==> src/rtl/cpu_pkg.sv <==
// cpu_pkg -- shared definitions for the cpu_ctrl control unit.
//
// Holds the FSM state enum, the instruction class enum produced by
// cpu_ctrl_decode, the opcode/op field constants, and the reg_sel and
// wb_sel encodings driven to the datapath.
//
// Configuration macro: CPU_CTRL_TRAP_EN adds the S_TRAP state.

package cpu_pkg;

  typedef enum logic [2:0] {
    S_WAIT,
    S_DECODE,
    S_LOAD_A,
    S_LOAD_B,
    S_EXEC,
    S_WR_REG,
    S_WR_IMM
`ifdef CPU_CTRL_TRAP_EN
    , S_TRAP
`endif
  } state_t;

  typedef enum logic [2:0] {
    CLS_ILLEGAL,
    CLS_MOV_IMM,
    CLS_MOV_REG,
    CLS_ADD,
    CLS_AND,
    CLS_CMP,
    CLS_MVN
  } instr_class_t;

  // instr[15:13]
  localparam logic [2:0] OPC_MOV = 3'b110;
  localparam logic [2:0] OPC_ALU = 3'b101;

  // instr[12:11] under OPC_MOV
  localparam logic [1:0] OP_MOV_REG = 2'b00;
  localparam logic [1:0] OP_MOV_IMM = 2'b10;

  // instr[12:11] under OPC_ALU
  localparam logic [1:0] OP_ADD = 2'b00;
  localparam logic [1:0] OP_CMP = 2'b01;
  localparam logic [1:0] OP_AND = 2'b10;
  localparam logic [1:0] OP_MVN = 2'b11;

  // Register-file index source
  localparam logic [1:0] REG_SEL_RM = 2'b00;
  localparam logic [1:0] REG_SEL_RD = 2'b01;
  localparam logic [1:0] REG_SEL_RN = 2'b10;

  // Write-back source
  localparam logic [1:0] WB_SEL_C   = 2'b00;
  localparam logic [1:0] WB_SEL_IMM = 2'b10;

endpackage

==> src/rtl/cpu_ctrl_decode.sv <==
// cpu_ctrl_decode -- combinational instruction classifier.
//
// Ports:
//   opcode  in  [2:0]  instr[15:13]
//   op      in  [1:0]  instr[12:11]
//   cls     out        instruction class (CLS_ILLEGAL for unsupported pairs)

module cpu_ctrl_decode
  import cpu_pkg::*;
(
  input  logic [2:0]   opcode,
  input  logic [1:0]   op,
  output instr_class_t cls
);

  always_comb begin
    cls = CLS_ILLEGAL;
    case (opcode)
      OPC_MOV: begin
        if (op == OP_MOV_IMM)      cls = CLS_MOV_IMM;
        else if (op == OP_MOV_REG) cls = CLS_MOV_REG;
      end
      OPC_ALU: begin
        case (op)
          OP_ADD:  cls = CLS_ADD;
          OP_CMP:  cls = CLS_CMP;
          OP_AND:  cls = CLS_AND;
          default: cls = CLS_MVN;
        endcase
      end
      default: cls = CLS_ILLEGAL;
    endcase
  end

endmodule

==> src/rtl/cpu_ctrl.sv <==
// cpu_ctrl -- multi-cycle control FSM for a simple register/ALU datapath.
//
// Ports:
//   clk        in        single clock, rising edge
//   rst        in        synchronous active-high reset (priority over start)
//   start      in        begin executing the held instruction (sampled in WAIT)
//   opcode     in  [2:0] instr[15:13]
//   op         in  [1:0] instr[12:11]
//   waiting    out       high only in WAIT
//   reg_sel    out [1:0] register index source (00 Rm, 01 Rd, 10 Rn)
//   wb_sel     out [1:0] write-back source (00 datapath C, 10 sign-ext imm8)
//   w_en, en_A, en_B, en_C, en_status  out  write / load enables
//   sel_A      out       force ALU A operand to zero
//   illegal    out       sticky illegal-opcode flag (CPU_CTRL_TRAP_EN only)
//
// Configuration macro: CPU_CTRL_TRAP_EN -- illegal instructions park the FSM
// in TRAP until reset instead of returning to WAIT.
//
// All outputs are Moore: decoded from the state register and the class
// register latched while leaving DECODE.

module cpu_ctrl
  import cpu_pkg::*;
(
  input  logic       clk,
  input  logic       rst,
  input  logic       start,
  input  logic [2:0] opcode,
  input  logic [1:0] op,
  output logic       waiting,
  output logic [1:0] reg_sel,
  output logic [1:0] wb_sel,
  output logic       w_en,
  output logic       en_A,
  output logic       en_B,
  output logic       en_C,
  output logic       en_status,
  output logic       sel_A
`ifdef CPU_CTRL_TRAP_EN
  , output logic     illegal
`endif
);

  state_t       state_q, state_d;
  instr_class_t class_q, dec_class;

  cpu_ctrl_decode u_decode (
    .opcode (opcode),
    .op     (op),
    .cls    (dec_class)
  );

  // NOTE: sequential state uses non-blocking assignments so every register
  // samples pre-edge values regardless of statement order.
  always_ff @(posedge clk) begin
    if (rst) begin
      state_q <= S_WAIT;
      class_q <= CLS_ILLEGAL;
    end else begin
      state_q <= state_d;
      // Capture the class on the edge leaving DECODE; later states never
      // look at opcode/op again, so the instruction may change underneath.
      if (state_q == S_DECODE) class_q <= dec_class;
    end
  end

  always_comb begin
    // NOTE: every output gets a default first so no path infers a latch.
    state_d   = state_q;
    waiting   = 1'b0;
    reg_sel   = REG_SEL_RM;
    wb_sel    = WB_SEL_C;
    w_en      = 1'b0;
    en_A      = 1'b0;
    en_B      = 1'b0;
    en_C      = 1'b0;
    en_status = 1'b0;
    sel_A     = 1'b0;
`ifdef CPU_CTRL_TRAP_EN
    illegal   = 1'b0;
`endif

    case (state_q)
      S_WAIT: begin
        waiting = 1'b1;
        if (start) state_d = S_DECODE;
      end

      // DECODE steers on the live decode; the same value is being latched.
      S_DECODE: begin
        case (dec_class)
          CLS_MOV_IMM:                  state_d = S_WR_IMM;
          CLS_MOV_REG, CLS_MVN:         state_d = S_LOAD_B;
          CLS_ADD, CLS_AND, CLS_CMP:    state_d = S_LOAD_A;
`ifdef CPU_CTRL_TRAP_EN
          default:                      state_d = S_TRAP;
`else
          default:                      state_d = S_WAIT;
`endif
        endcase
      end

      S_LOAD_A: begin
        reg_sel = REG_SEL_RN;
        en_A    = 1'b1;
        state_d = S_LOAD_B;
      end

      S_LOAD_B: begin
        reg_sel = REG_SEL_RM;
        en_B    = 1'b1;
        state_d = S_EXEC;
      end

      // MOV reg passes B through with A forced to zero and leaves flags alone.
      S_EXEC: begin
        en_C = 1'b1;
        if (class_q == CLS_MOV_REG) sel_A     = 1'b1;
        else                        en_status = 1'b1;
        state_d = (class_q == CLS_CMP) ? S_WAIT : S_WR_REG;
      end

      S_WR_REG: begin
        reg_sel = REG_SEL_RD;
        wb_sel  = WB_SEL_C;
        w_en    = 1'b1;
        state_d = S_WAIT;
      end

      S_WR_IMM: begin
        reg_sel = REG_SEL_RN;
        wb_sel  = WB_SEL_IMM;
        w_en    = 1'b1;
        state_d = S_WAIT;
      end

`ifdef CPU_CTRL_TRAP_EN
      // Only rst leaves TRAP, so a state-decoded flag is already sticky.
      S_TRAP: begin
        illegal = 1'b1;
      end
`endif

      default: state_d = S_WAIT;
    endcase
  end

endmodule

==> config.mk <==
export PLATFORM = sky130hd
export DESIGN_NAME = cpu_ctrl
export DESIGN_NICKNAME = d
export VERILOG_FILES = /design/src/rtl/cpu_pkg.sv /design/src/rtl/cpu_ctrl_decode.sv /design/src/rtl/cpu_ctrl.sv
export SDC_FILE = /design/constraint.sdc
export NUM_CORES = 1
export LEC_CHECK = 0
export ABC_AREA = 1
export CORE_MARGIN = 10
export CORE_UTILIZATION = 35
export CTS_CLUSTER_DIAMETER = 40
export DETAILED_ROUTE_END_ITERATION = 10
export PLACE_DENSITY_LB_ADDON = 0.2
export SLEW_MARGIN = 40
export SYNTH_ARGS = -nofsm -noshare
export SYNTH_HDL_FRONTEND = slang
export SYNTH_SLANG_ARGS = --single-unit
==> constraint.sdc <==
create_clock -name clk -period 1.2 [get_ports clk]
set_input_delay 0.18 -clock clk [delete_from_list [all_inputs] [get_ports clk]]
set_output_delay 0.18 -clock clk [all_outputs]
set_load 0.02 [all_outputs]
==> key figures, run 1 <==
Place
  – Post-DP Area: 817 um^2
  – IO buf count: 17
  – Final HPWL DP: around 1200 um
  – Routability cong.: 0.793

Final layout
  – Final Cell Area: 976 um^2
  – Fillers: ~110
  – Layout net count: roughly 130
  – Util after Layout: approximately three quarters
  – Layout cells sized above 1: 52.9%
  – Area Growth Syn to Fin: 101%
  – Antenna Cells: 0

Synthesis
  – Dominant cells by area after synthesis: dfxtp_1 25%, inv_1 15%, nand2_1 13%
  – Top cell type's share of synthesized area: 24.7%
  – Post-synthesis cell type count: 20
  – Synthesis Warnings: 0
  – Synth Cell Area: 487 um^2
  – Primary FF master, synth: dfxtp_1
  – Commonest cells in the netlist: 19 x inv_1, 17 x nand2_1, 8 x nor2_1
  – EDFF count, synth: 0
  – Post-Syn Nets: 92
  – Most common cell in the netlist: inv_1
  – Post-Synthesis Cells: 80
  – Fraction of registers with async set/reset: 0%
  – Average cell area after synthesis: between 6 and 7 um^2
  – Yosys reg bits: 6
  – Yosys top cell by area: dfxtp_1
  – Seq/Total Area, Yosys: 24.7%

Timing
  – Final Setup Violations: 9
  – Min setup slack post-route: -117 ps
  – Worst Skew: 3.27 ps
  – Worst hold slack: 457 ps
  – Setup TNS Final: -450 ps
  – Max-slew violation count: 0
  – Final Hold Viols: 0
  – RSZ-0062 raised after global routing: true
  – Fmax: 759 MHz
  – Final period utilization: 110%
  – Final Critical Period: about 1300 ps

Clock tree
  – Clk slew on worst S/H paths: approximately 50 ps
  – CTS sink count: 6
  – CTS tree: done
  – H-tree Lvls: 1
  – Clk_lat worst skew: 240 ps
  – CTS buffer count: 3
  – CTS root buf: clkbuf_4
  – CTS Buffer Depth: 2

Setup path
  – Worst path slowest cell: dfxtp_4
  – Reg-to-reg startpoint: state_q[1]$_SDFFE_PP0P_
  – Startpoint Class: register
  – Worst Setup Path Type: register to primary output
  – Crit-path cells: nor2_4 > nand2_4 > nor4_2 > buf_4
  – CP endpoint kind: primary output
  – Critical Path RT: 1020 ps
  – Reg2Reg Depth: 7
  – Worst EP arrival: 1140 ps
  – CP peak stage delay: around 350 ps
  – R2r setup slk: 0 ps
  – Reg-to-reg endpoint: class_q[0]$_SDFFE_PP0N_
  – Worst-path maximum fanout: 4

Route
  – Vias: 648
  – DR pass1 iterations: 4
  – WL/cell: approximately 13 um
  – DRC: 0
  – Drt first-iter violations: 10
  – Wirelength, routed: around 1700 um
  – Via density: 4.84
  – Detail Route Antenna Nets: 0

Floorplanning
  – Row cnt: 13
  – Die area: 0.00328 mm^2
  – Chip height: 57.3 um
  – DIE WIDTH: 57.3 um
  – Initial core utilization: 37.4%
  – Core area: 0.00130 mm^2
  – Ports: 19

Worst hold path
  – Worst Hold Launch: opcode[2]
  – Worst Hold Class: input port to register
  – Hold path cells: 5
  – Hold EP: class_q[1]$_SDFFE_PP0N_

GRT
  – GRT overflow: 0
  – Largest net degree at the start of global routing: 7
  – Vias in the first global route: 624
  – First-pass GRT wire length: ~2700 um
  – Total GRT Usage: 9.95%
  – Initial antenna violation count: 0

Run status
  – Failing checks: negative setup slack
  – Status: finished with violations

Power
  – Max VDD drop: 542 uV
  – Tot Pwr: slightly above 700 uW
  – P_leak: 0.000520 uW
  – Pwr per Cell Area: 735 mW/mm^2

Run
  – Maxcap violations: 0
## kinds of logic after synthesis
kind of cell,after synthesis,share of synthesized area [%]
and+or+nand+nor,38,36.2
buffers and inverters,21,17.0
AOI/OAI and AO/OA,10,11.1
DFF,6,24.7
adders and majority gates,4,10.3
other,1,0.770
## repair_timing
action / CTS / global route
endpoints found under the setup margin: 15 / 13
gates resized for setup: 80 / 24
buffers inserted: 1 / 1
hold buffers: 0 / 0
pin swaps: 3 / 7
## cell usage in the layout, fill, tap and decap left out, types with 3 or more instances in the layout
| master | instances |
|---|---|
| nand2_1 | 10 |
| nand2_2 | 6 |
| clkbuf_4 | 3 |
| buf_6 | 8 |
| ha_1 | 4 |
| inv_4 | 3 |
| dfxtp_1 | 3 |
| inv_2 | 4 |
| dlymetal6s2s_1 | 3 |
| inv_1 | 13 |
| nand4_1 | 3 |
| buf_4 | 22 |
| nor2_4 | 3 |
| dfxtp_4 | 3 |
| nor2_1 | 4 |
| a21oi_1 | 5 |
## how the worst max path moves through the flow
stage          slack (ps)                    start                      end  cells after the start
2_1_floorplan          20  state_q[2]$_SDFFE_PP0P_               reg_sel[0]                      2
3_3_place_gp         -400                    op[0]  state_q[1]$_SDFFE_PP0P_                     11
3_5_place_dp         -410                    op[0]  state_q[1]$_SDFFE_PP0P_                     11
4_1_cts              -110  state_q[0]$_SDFFE_PP0P_                    sel_A                      4
5_1_grt              -160  state_q[1]$_SDFFE_PP0P_                     w_en                      5
6_report             -120  state_q[0]$_SDFFE_PP0P_                    sel_A                      4
## report_power, final
group	internal (uW)	leakage, uW	switching (uW)
logic	141	0.000455	158
clock network	113	0.0000138	70.0
registers	215	0.0000512	20.6
total	469	0.000520	248
## sequential cells by signal (all words and copies together) (netlist names)
name,flops
class_q,3
state_q,3
## cell type report
class	instances	area, um^2	area share (%)
clock buffers	3	22.5	2.31
inverters	20	82.6	8.46
multi-input cells	53	389	39.9
flip-flops and latches	6	131	13.5
well taps	15	18.8	1.92
repair buffers	37	332	34.0
## critical path, delay by kind of cell (launching register included)
kind / cells / cell delay, ps
buffers and inverters: 1 / 190
flip-flops: 1 / 350
AND/OR/NAND/NOR: 3 / 350
## layer usage
metal	vias up	global-route usage, %	wire (um)
met2	18	19.1	1040
met4	0	0.671	2
li1	332	-	-
met3	2	5.09	108
met5	-	0	0
met1	296	9.58	586
## metrics by stage
stage	cells	setup slack (ps)
floorplan	80	21.3
global placement	129	-398
detailed placement	129	-415
CTS	133	-112
global route	134	-158
finish	134	-117
Note: power is estimated with default switching activity, not from simulation.
==> inputs of run 2 (changes only) <==
--- a/config.mk
+++ b/config.mk
@@ -11,6 +11,7 @@
 export CTS_CLUSTER_DIAMETER = 40
 export DETAILED_ROUTE_END_ITERATION = 10
 export PLACE_DENSITY_LB_ADDON = 0.2
+export SKIP_CTS_REPAIR_TIMING = 1
 export SLEW_MARGIN = 40
 export SYNTH_ARGS = -nofsm -noshare
 export SYNTH_HDL_FRONTEND = slang
==> run 2 against run 1 <==
The run still ends with negative setup slack left. Clock skew is 1.0 ps higher. Register-to-register slack better by 20 ps. Final cell count is 0.75% lower. Maximum frequency hardly changed. Clock power hardly changed. Die area stayed put. Combinational power is 8.4% lower. Largest cell class unchanged. Largest power group unchanged.
==> key figures, run 2 (synthesis gave the netlist of run 1 again) <==
Run status
  – Status: finished with violations
  – Failing checks: negative setup slack

Power
  – P_leak: 0.000514 uW (-1.0%)
  – Pwr per Cell Area: 762 mW/mm^2 (+3.7%)
  – Max VDD drop: 533 uV (-1.8%)
  – Tot Pwr: 693 uW (-3.4%)

Route
  – Drt first-iter violations: 4 (-6)
  – Routed wl met3: 94 um (-13%)
  – Detail Route Antenna Nets: 0 (unchanged)
  – DR WL met2: 919 um (-11%)
  – WL/cell: 12.4 um (-3.8%)
  – Uppermost layer routed: met3
  – Vias: 608 (-6.2%)
  – DRC: 0 (unchanged)
  – Wirelength, routed: 1660 um (-4.6%)
  – DRT met1 WL: 641 um (+9.4%)
  – DR pass1 iterations: 4 (unchanged)
  – Via density: 4.57 (-5.5%)

GRT
  – First-pass GRT wire length: 2430 um (-9.8%)
  – Initial antenna violation count: 0 (unchanged)
  – GRT overflow: 0 (unchanged)
  – Vias in the first global route: 589 (-5.6%)
  – Total GRT Usage: 8.92% (-1.0 points)
  – Largest net degree at the start of global routing: 7 (unchanged)

Place
  – Pre-CTS setup slack: -415 ps (unchanged)
  – Routability cong.: 0.793 (unchanged)
  – Final HPWL DP: 1180 um (unchanged)
  – Cells after DPL: 129 (unchanged)
  – IO buf count: 17 (unchanged)

Setup path
  – Crit path max-delay family: flip-flops
  – Critical Path RT: 1020 ps (about the same)
  – Worst Setup Path Type: register to primary output
  – Worst path slowest cell: dfxtp_4
  – Worst-path maximum fanout: 4 (unchanged)
  – Buf/Inv on CP: 1 (unchanged)
  – CP endpoint kind: primary output
  – Startpoint Class: register
  – CP peak stage delay: 360 ps (about the same)
  – Worst EP arrival: 1140 ps (about the same)
  – Crit-path cells: nor2_4 > nand2_2 > nor4_2 > buf_4

Timing
  – Final Hold Viols: 0 (unchanged)
  – Final period utilization: 110% (about the same)
  – Max-slew violation count: 0 (unchanged)
  – Worst Skew: 4.29 ps (+1.02 ps)
  – Min setup slack post-route: -118 ps (-1.03 ps)
  – RSZ-0062 raised after global routing: true
  – Setup TNS Final: -516 ps (-66.1 ps)
  – Final Setup Violations: 9 (unchanged)
  – Final Critical Period: 1320 ps (+1.03 ps)
  – Fmax: 759 MHz (about the same)

Final layout
  – Commonest non-fill, non-tap cell in the layout: buf_4
  – Top Registers: class_q: 3 flops, state_q: 3 flops
  – Antenna Cells: 0 (unchanged)
  – Fillers: 126 (+16%)
  – Cell Count, Final, Fillers Out: 133 (-0.75%)
  – Commonest cells after routing, fill and taps aside: 26 x buf_4, 14 x inv_1, 12 x nand2_1
  – Layout net count: 132 (-0.75%)
  – Area Growth Syn to Fin: 86.9%
  – Layout cells sized above 1: 50.0% (-2.9 points)

Floorplanning
  – Die area: 0.00328 mm^2 (unchanged)
  – Chip height: 57.3 um (unchanged)
  – Ports: 19 (unchanged)
  – Initial core utilization: 37.4% (unchanged)
  – DIE WIDTH: 57.3 um (unchanged)
  – Core area: 0.00130 mm^2 (unchanged)
  – Row cnt: 13 (unchanged)

Clock tree
  – CTS buffer count: 3 (unchanged)
  – Clk slew on worst S/H paths: 50 ps (about the same)
  – CTS Buffer Depth: 2 (unchanged)
  – CTS tree: done
  – H-tree Lvls: 1 (unchanged)
  – CTS root buf: clkbuf_4
  – CTS sink count: 6 (unchanged)
  – Clk_lat worst skew: 240 ps (about the same)

Worst hold path
  – Worst Hold Class: input port to register

Run
  – Maxcap violations: 0 (unchanged)
run 2: cell types whose count changed in the layout (fill, tap and decap cells not counted), sizes merged:
cell	delta
dlymetal6s2s	+2
buf	-1
clkdlybuf4s15	-1
dlygate4sd2	-1
run 2: power breakdown:
group | switching, uW | internal (uW) | leakage [uW] | total [uW]
combinational | 144 | 130 | 0.000450 | 274
sequential | 19.0 | 215 | 0.0000509 | 234
clock | 72.5 | 113 | 0.0000138 | 186
run 2: final cells by class:
| class | instances | area, um^2 | share of cell area, % |
|---|---|---|---|
| clock buffer | 3 | 22.5 | 2.48 |
| sequential | 6 | 129 | 14.2 |
| timing repair buffer | 36 | 305 | 33.6 |
| inverter | 20 | 80.1 | 8.80 |
| tap | 15 | 18.8 | 2.06 |
| multi-input combinational | 53 | 354 | 38.9 |
run 2: final timing paths:
check	startpoint	depth (start not counted)	endpoint	slack (ps)
setup / recovery	state_q[1]$_SDFFE_PP0P_	4	sel_A	-120
setup reg to reg	state_q[1]$_SDFFE_PP0P_	7	class_q[0]$_SDFFE_PP0N_	20
hold / removal	opcode[0]	6	class_q[1]$_SDFFE_PP0N_	460
hold reg to reg	class_q[1]$_SDFFE_PP0N_	2	class_q[1]$_SDFFE_PP0N_	470
run 2: through the flow:
step	hold WS, ps	instance area (um^2)	utilization (%)
2_1_floorplan	249	500	-
3_3_place_gp	455	817	62.8
3_5_place_dp	467	817	62.8
4_1_cts	474	840	64.5
5_1_grt	497	910	69.9
6_report	456	910	69.9
run 2: tightest hold or removal path, stage by stage:
cell	delay (ps)
dlymetal6s2s_1	120
inv_1	70
nand4_1	100
nand2_2	80
nand2_1	60
a21oi_1	50
run 2: layer usage:
metal	GRT usage [%]	vias up
met4	0	0
met5	0	-
met3	5.09	0
met2	16.7	13
li1	-	328
met1	8.81	267
